File: config.mk
export PLATFORM = sky130hd
export DESIGN_NAME = mc_control_fsm
export DESIGN_NICKNAME = d
export VERILOG_FILES = /design/src/rtl/mc_control_fsm.sv
export SDC_FILE = /design/constraint.sdc
export NUM_CORES = 1
export LEC_CHECK = 0
export ABC_AREA = 1
export ABC_CLOCK_PERIOD_IN_PS = 3500
export BUFFER_PORTS_ARGS = -buffer_cell sky130_fd_sc_hd__buf_2
export CAP_MARGIN = 20
export CORE_MARGIN = 3
export CORE_UTILIZATION = 45
export DETAILED_ROUTE_END_ITERATION = 8
export GPL_TIMING_DRIVEN = 0
export PLACE_DENSITY = 0.69
export SLEW_MARGIN = 0
export SYNTH_ARGS = -nofsm -noshare
export SYNTH_HDL_FRONTEND = slang
export SYNTH_SLANG_ARGS = --single-unit
export TNS_END_PERCENT = 5
File: constraint.sdc
create_clock -name clk -period 3.5 [get_ports clk]
set_input_delay 0.525 -clock clk [delete_from_list [all_inputs] [get_ports clk]]
set_output_delay 0.525 -clock clk [all_outputs]
set_load 0.02 [all_outputs]
File: src/rtl/mc_control_fsm.sv
// Multicycle RV32I main sequencer.
// Walks each instruction through fetch, decode and the execute/memory/
// writeback phases, driving every datapath select and enable, the memory
// request handshake, an illegal-opcode strobe and a retired-instruction count.
//
// Memory handshake: mem_req is held high for the whole memory phase
// (FETCH, MEMREAD, MEMWRITE) and the access completes on the rising edge where
// mem_req && mem_ready are both high; the FSM leaves the phase on that edge.
// Address and write strobe are stable while mem_req is high.
module mc_control_fsm #(
  parameter int INSTRET_W = 32
) (
  input  logic                 clk,
  input  logic                 rst,
  input  logic [6:0]           opcode,
  input  logic [2:0]           funct3,
  input  logic                 funct75,
  input  logic                 zero,
  input  logic                 lt,
  input  logic                 ltu,
  input  logic                 mem_ready,
  output logic                 mem_req,
  output logic                 memwrite,
  output logic                 adrsrc,
  output logic                 irwrite,
  output logic                 pcwrite,
  output logic                 regwrite,
  output logic [1:0]           resultsrc,
  output logic [1:0]           alusrca,
  output logic [1:0]           alusrcb,
  output logic [3:0]           alucontrol,
  output logic [2:0]           immsrc,
  output logic                 illegal_instr,
  output logic [INSTRET_W-1:0] instret,
  output logic [3:0]           state_dbg
);

  localparam logic [3:0] S_FETCH    = 4'd0;
  localparam logic [3:0] S_DECODE   = 4'd1;
  localparam logic [3:0] S_MEMADR   = 4'd2;
  localparam logic [3:0] S_MEMREAD  = 4'd3;
  localparam logic [3:0] S_MEMWB    = 4'd4;
  localparam logic [3:0] S_MEMWRITE = 4'd5;
  localparam logic [3:0] S_EXECR    = 4'd6;
  localparam logic [3:0] S_EXECI    = 4'd7;
  localparam logic [3:0] S_AUIPC    = 4'd8;
  localparam logic [3:0] S_ALUWB    = 4'd9;
  localparam logic [3:0] S_BRANCH   = 4'd10;
  localparam logic [3:0] S_JAL      = 4'd11;
  localparam logic [3:0] S_JALR     = 4'd12;

  localparam logic [6:0] OP_LOAD   = 7'b0000011;
  localparam logic [6:0] OP_STORE  = 7'b0100011;
  localparam logic [6:0] OP_R      = 7'b0110011;
  localparam logic [6:0] OP_IMM    = 7'b0010011;
  localparam logic [6:0] OP_LUI    = 7'b0110111;
  localparam logic [6:0] OP_AUIPC  = 7'b0010111;
  localparam logic [6:0] OP_BRANCH = 7'b1100011;
  localparam logic [6:0] OP_JAL    = 7'b1101111;
  localparam logic [6:0] OP_JALR   = 7'b1100111;

  localparam logic [3:0] ALU_ADD  = 4'b0000;
  localparam logic [3:0] ALU_SUB  = 4'b0001;
  localparam logic [3:0] ALU_AND  = 4'b0010;
  localparam logic [3:0] ALU_OR   = 4'b0011;
  localparam logic [3:0] ALU_XOR  = 4'b0100;
  localparam logic [3:0] ALU_SLT  = 4'b0101;
  localparam logic [3:0] ALU_SLTU = 4'b0110;
  localparam logic [3:0] ALU_SLL  = 4'b0111;
  localparam logic [3:0] ALU_SRL  = 4'b1000;
  localparam logic [3:0] ALU_SRA  = 4'b1001;

  localparam logic [2:0] IMM_I = 3'b000;
  localparam logic [2:0] IMM_S = 3'b001;
  localparam logic [2:0] IMM_B = 3'b010;
  localparam logic [2:0] IMM_J = 3'b011;
  localparam logic [2:0] IMM_U = 3'b100;

  logic [3:0]           state_q, state_d;
  logic [INSTRET_W-1:0] instret_q, instret_d;
  logic                 retire;
  logic                 taken;
  logic                 mem_req_raw, memwrite_raw, irwrite_raw, pcwrite_raw;
  logic                 regwrite_raw, illegal_raw;

  // funct3 -> ALU operation; sub_sra selects sub/sra where the encoding allows it
  function automatic logic [3:0] alu_dec(input logic [2:0] f3, input logic sub_sra);
    case (f3)
      3'b000:  alu_dec = sub_sra ? ALU_SUB : ALU_ADD;
      3'b001:  alu_dec = ALU_SLL;
      3'b010:  alu_dec = ALU_SLT;
      3'b011:  alu_dec = ALU_SLTU;
      3'b100:  alu_dec = ALU_XOR;
      3'b101:  alu_dec = sub_sra ? ALU_SRA : ALU_SRL;
      3'b110:  alu_dec = ALU_OR;
      default: alu_dec = ALU_AND;
    endcase
  endfunction

  // branch condition from funct3 and the ALU compare flags
  always_comb begin
    case (funct3)
      3'b000:  taken = zero;
      3'b001:  taken = ~zero;
      3'b100:  taken = lt;
      3'b101:  taken = ~lt;
      3'b110:  taken = ltu;
      3'b111:  taken = ~ltu;
      default: taken = 1'b0;
    endcase
  end

  // next state and per-state datapath controls
  always_comb begin
    state_d      = state_q;
    mem_req_raw  = 1'b0;
    memwrite_raw = 1'b0;
    irwrite_raw  = 1'b0;
    pcwrite_raw  = 1'b0;
    regwrite_raw = 1'b0;
    illegal_raw  = 1'b0;
    adrsrc       = 1'b0;
    resultsrc    = 2'b00;
    alusrca      = 2'b00;
    alusrcb      = 2'b00;
    alucontrol   = ALU_ADD;
    immsrc       = IMM_I;
    case (state_q)
      S_FETCH: begin
        mem_req_raw = 1'b1;
        alusrcb     = 2'b10;
        resultsrc   = 2'b10;
        irwrite_raw = mem_ready;
        pcwrite_raw = mem_ready;
        if (mem_ready) state_d = S_DECODE;
      end
      S_DECODE: begin
        alusrca = 2'b01;
        alusrcb = 2'b01;
        immsrc  = (opcode == OP_BRANCH) ? IMM_B : IMM_J;
        case (opcode)
          OP_LOAD, OP_STORE: state_d = S_MEMADR;
          OP_R:              state_d = S_EXECR;
          OP_IMM, OP_LUI:    state_d = S_EXECI;
          OP_AUIPC:          state_d = S_AUIPC;
          OP_BRANCH:         state_d = S_BRANCH;
          OP_JAL:            state_d = S_JAL;
          OP_JALR:           state_d = S_JALR;
          default: begin
            state_d     = S_FETCH;
            illegal_raw = 1'b1;
          end
        endcase
      end
      S_MEMADR: begin
        alusrca = 2'b10;
        alusrcb = 2'b01;
        immsrc  = (opcode == OP_STORE) ? IMM_S : IMM_I;
        state_d = (opcode == OP_STORE) ? S_MEMWRITE : S_MEMREAD;
      end
      S_MEMREAD: begin
        mem_req_raw = 1'b1;
        adrsrc      = 1'b1;
        if (mem_ready) state_d = S_MEMWB;
      end
      S_MEMWB: begin
        resultsrc    = 2'b01;
        regwrite_raw = 1'b1;
        state_d      = S_FETCH;
      end
      S_MEMWRITE: begin
        mem_req_raw  = 1'b1;
        memwrite_raw = 1'b1;
        adrsrc       = 1'b1;
        if (mem_ready) state_d = S_FETCH;
      end
      S_EXECR: begin
        alusrca    = 2'b10;
        alusrcb    = 2'b00;
        alucontrol = alu_dec(funct3, funct75);
        state_d    = S_ALUWB;
      end
      S_EXECI: begin
        alusrcb = 2'b01;
        if (opcode == OP_LUI) begin
          alusrca = 2'b11;
          immsrc  = IMM_U;
        end else begin
          alusrca    = 2'b10;
          alucontrol = alu_dec(funct3, (funct3 == 3'b101) & funct75);
        end
        state_d = S_ALUWB;
      end
      S_AUIPC: begin
        alusrca = 2'b01;
        alusrcb = 2'b01;
        immsrc  = IMM_U;
        state_d = S_ALUWB;
      end
      S_ALUWB: begin
        regwrite_raw = 1'b1;
        state_d      = S_FETCH;
      end
      S_BRANCH: begin
        alusrca     = 2'b10;
        alusrcb     = 2'b00;
        alucontrol  = ALU_SUB;
        pcwrite_raw = taken;
        state_d     = S_FETCH;
      end
      S_JALR: begin
        alusrca = 2'b10;
        alusrcb = 2'b01;
        state_d = S_JAL;
      end
      S_JAL: begin
        pcwrite_raw = 1'b1;
        alusrca     = 2'b01;
        alusrcb     = 2'b10;
        state_d     = S_ALUWB;
      end
      default: state_d = S_FETCH;
    endcase
  end

  // an instruction retires on the edge that returns to FETCH after its last phase
  always_comb begin
    retire = (state_q == S_MEMWB) || (state_q == S_ALUWB) || (state_q == S_BRANCH) ||
             ((state_q == S_MEMWRITE) && mem_ready);
    instret_d = retire ? instret_q + {{(INSTRET_W-1){1'b0}}, 1'b1} : instret_q;
  end

  // state and retired-instruction counter
  always_ff @(posedge clk or posedge rst) begin
    if (rst) begin
      state_q   <= S_FETCH;
      instret_q <= '0;
    end else begin
      state_q   <= state_d;
      instret_q <= instret_d;
    end
  end

  // architectural side effects are suppressed while reset is held
  assign mem_req       = mem_req_raw  & ~rst;
  assign memwrite      = memwrite_raw & ~rst;
  assign irwrite       = irwrite_raw  & ~rst;
  assign pcwrite       = pcwrite_raw  & ~rst;
  assign regwrite      = regwrite_raw & ~rst;
  assign illegal_instr = illegal_raw  & ~rst;
  assign instret       = instret_q;
  assign state_dbg     = state_q;

endmodule

==> impl_metrics.csv <==
group,metric,value,unit
timing,slew-limit-headroom,44.5,%
layout,layout.nets,590,
clock_network,count_of_instances_resized_after_the_clock_tree_is_built,0,
detailed_routing,via_count,3245,
floorplan,top_level_ports,73,
worst_setup_path,path_max_fanout,7,
floorplan,start_util,47.6,%
worst_setup_path,worst-setup-path-type,"reg -> out",
synth,post_synth_inst_count,495,
place,gp_congestion,0.928,
layout,final_layout_size_suffix_gt1_share,17.3,%
clock_network,path_clk_slew,0.07,ns
detailed_routing,drt_iter0_markers,147,
clock_network,ctsLongestPathBuffers,2,
synth,synth.yosys.seq_area_share,31.0,%
grt,grt-ovfl-total,0,
timing,timing.final.crit_share,68.1,%
detailed_routing,detailedRoute.firstPassIterationCount,5,
detailed_routing,drt.antenna.violating_nets,0,
floorplan,die_area,7450,sq um
synth,yosys.cell_types.count,27,
timing,clock-skew-final,0.00517,ns
grt,grt_antenna_before_repair,0,
place,io_buffer_count,70,
clock_network,tritoncts,"yes",
layout,post-route-util,56.5,%
job,maxCapViolations,0,
grt,grt_usage,22.3,%
worst_hold_path,hold_class,"in -> async",
floorplan,die_height,86.3,microns
layout,fillers,646,
synth,synth.net_count,513,
clock_network,cts-htree-levels,2,
layout,storage_cell_area,901,sq um
grt,vias_in_the_first_global_route,2882,
detailed_routing,route.detailed.vias_per_inst,5.02,
grt,grt_pass1_wl,13400,microns
run_status,run_status,"finished, final reports clean",
clock_network,buffers_inserted_by_post_cts_timing_repair,0,
worst_setup_path,crit_arrival,1.86,ns
timing,min_cycle_time_layout,2.38,ns
worst_setup_path,cp-end-kind,"output port",
synth,post_synth_instance_area,2900,sq um
floorplan,core,6100,sq um
timing,fmax,0.419,GHz
layout,multi_input_comb_area,1710,sq um
timing,final.setup.tns,0,ns
detailed_routing,totalWireLength,8100,microns
timing,setup_viol,0,
floorplan,rows,28,
synth,synthesis.area_per_instance,5.87,sq um
synth,ys_ff_latch,36,
timing,hold_viol,0,
power_and_ir_drop,power.density,465,nW/um^2
clock_network,holdBufCountCts,0,
detailed_routing,wire_per_inst,12.5,microns
clock_network,clock_insertion_delay_worst_skew,0.29,ns
worst_setup_path,worst-endpoint-required,2.97,ns
layout,synth_to_layout_area_growth,18.6,%
synth,ys.warnings.count,0,
grt,grt_start_max_net_pins,39,
clock_network,clockRootBuffer,"sky130_fd_sc_hd__clkbuf_8",
clock_network,clock_sink_count,36,
worst_setup_path,start_kind,"flop",
layout,diodes,0,
detailed_routing,route.detailed.drc,0,
floorplan,overall_die_width,86.3,microns
power_and_ir_drop,cellLeakagePower,1.90,nW
timing,finalMaxSlewViolations,0,
timing,rsz0062_at_grt,"no",
timing,worst-slew-pin-transition,0.832,ns
power_and_ir_drop,peakVddDrop,0.381,mV
place,dp_wirelength,6460,microns
clock_network,cts_inserted_buffers,5,
worst max-delay path, stage by stage, from the launching register on:
cell,delay (ns)
sky130_fd_sc_hd__dfrtp_1,0.53
sky130_fd_sc_hd__nand2_2,0.15
sky130_fd_sc_hd__nor2_1,0.39
sky130_fd_sc_hd__nand2_1,0.09
sky130_fd_sc_hd__nor3b_1,0.21
sky130_fd_sc_hd__buf_2,0.20
logic make-up (layout without fill, tap and decap cells):
family          after synthesis  count (layout)  synth area share (%)
simple gates                365             365                  53.6
buf+inv                      71             148                  9.95
flops                        36              36                  31.0
compound gates               15              15                  2.93
xor+xnor                      7               7                  2.11
fa+ha+maj                     1               1                 0.431
metal layers:
layer	GRT usage [%]	wire, microns
met5	0	0
met4	4.96	61
met3	4.18	403
met2	36.6	3730
met1	30.6	3900
path summary, 6_finish.rpt:
kind	slack, ns	cells after the start	from	end
worst max-delay path	1.12	5	state_dbg[0]	illegal_instr
worst min-delay path	0.44	2	rst	state_dbg[3]
worst max register to register	1.67	8	instret[0]	instret[20]
worst min register to register	0.54	2	instret[5]	instret[5]
max in group asynchronous	2.54	2	rst	instret[6]
min in group clk	0.54	2	instret[5]	instret[5]
registers in the layout, summed over array words and instances, names as in the netlist:
name,cells
instret,32
state_dbg,4
power breakdown:
group / leakage (nW) / switching, mW / total, mW / internal [mW]
logic: 1.35 / 0.533 / 0.766 / 0.233
registers: 0.495 / 0.0619 / 0.513 / 0.451
clock network: 0.0503 / 0.146 / 0.322 / 0.175
cells in the mapped netlist:
cell,count,area [sq um]
sky130_fd_sc_hd__a22o_1,1,8.76
sky130_fd_sc_hd__nand2_2,3,18.8
sky130_fd_sc_hd__nor3_4,1,16.3
sky130_fd_sc_hd__nor3_1,5,25.0
sky130_fd_sc_hd__nand3_2,1,10.0
sky130_fd_sc_hd__buf_4,1,7.51
sky130_fd_sc_hd__nor2_1,75,282
sky130_fd_sc_hd__xor2_1,6,52.6
sky130_fd_sc_hd__nand3b_1,8,60.1
sky130_fd_sc_hd__inv_2,4,15.0
sky130_fd_sc_hd__nand3_1,53,265
sky130_fd_sc_hd__o21ai_0,7,35.0
sky130_fd_sc_hd__buf_6,2,22.5
sky130_fd_sc_hd__inv_1,58,218
sky130_fd_sc_hd__clkbuf_1,3,11.3
sky130_fd_sc_hd__xnor2_1,1,8.76
sky130_fd_sc_hd__o21bai_1,1,7.51
sky130_fd_sc_hd__nor2_2,4,25.0
sky130_fd_sc_hd__nor2_4,2,22.5
sky130_fd_sc_hd__dfrtp_1,36,901
sky130_fd_sc_hd__buf_2,3,15.0
sky130_fd_sc_hd__ha_1,1,12.5
sky130_fd_sc_hd__a21oi_1,5,25.0
sky130_fd_sc_hd__nor3b_1,1,7.51
sky130_fd_sc_hd__nand4_1,11,68.8
sky130_fd_sc_hd__o2111ai_1,1,8.76
sky130_fd_sc_hd__nand2_1,201,754
area by class of cell:
type                            instances  area share, %
Multi-Input combinational cell        388           49.8
Sequential cell                        36           26.2
Timing Repair Buffer                   70           10.2
Inverter                               62           6.76
Clock buffer                            7           2.80
Tap cell                               75           2.72
Buffer                                  9           1.63
per-stage QoR:
stage | power, mW | cells | hold WS (ns) | worst slack [ns] | area [sq um]
CTS | 1.61 | 647 | 0.460 | 1.11 | 3440
floorplan | 1.04 | 495 | 0.619 | 1.00 | 2900
finish | 1.60 | 647 | 0.441 | 1.12 | 3440
global route | 1.71 | 647 | 0.490 | 0.952 | 3440
global placement | 1.28 | 640 | 0.515 | 0.649 | 3350
detailed placement | 1.29 | 640 | 0.527 | 1.15 | 3350
placed cells by master, fill, tap and decap left out, drive strengths merged, types with 5 or more instances in the layout:
cell / n
inv: 62
nand4: 11
dfrtp: 36
buf: 76
o21ai: 7
a21oi: 5
nand3: 54
clkbuf: 10
nand2: 204
nand3b: 8
nor3: 6
nor2: 81
xor2: 6
Power figures use the tool's default switching activity.
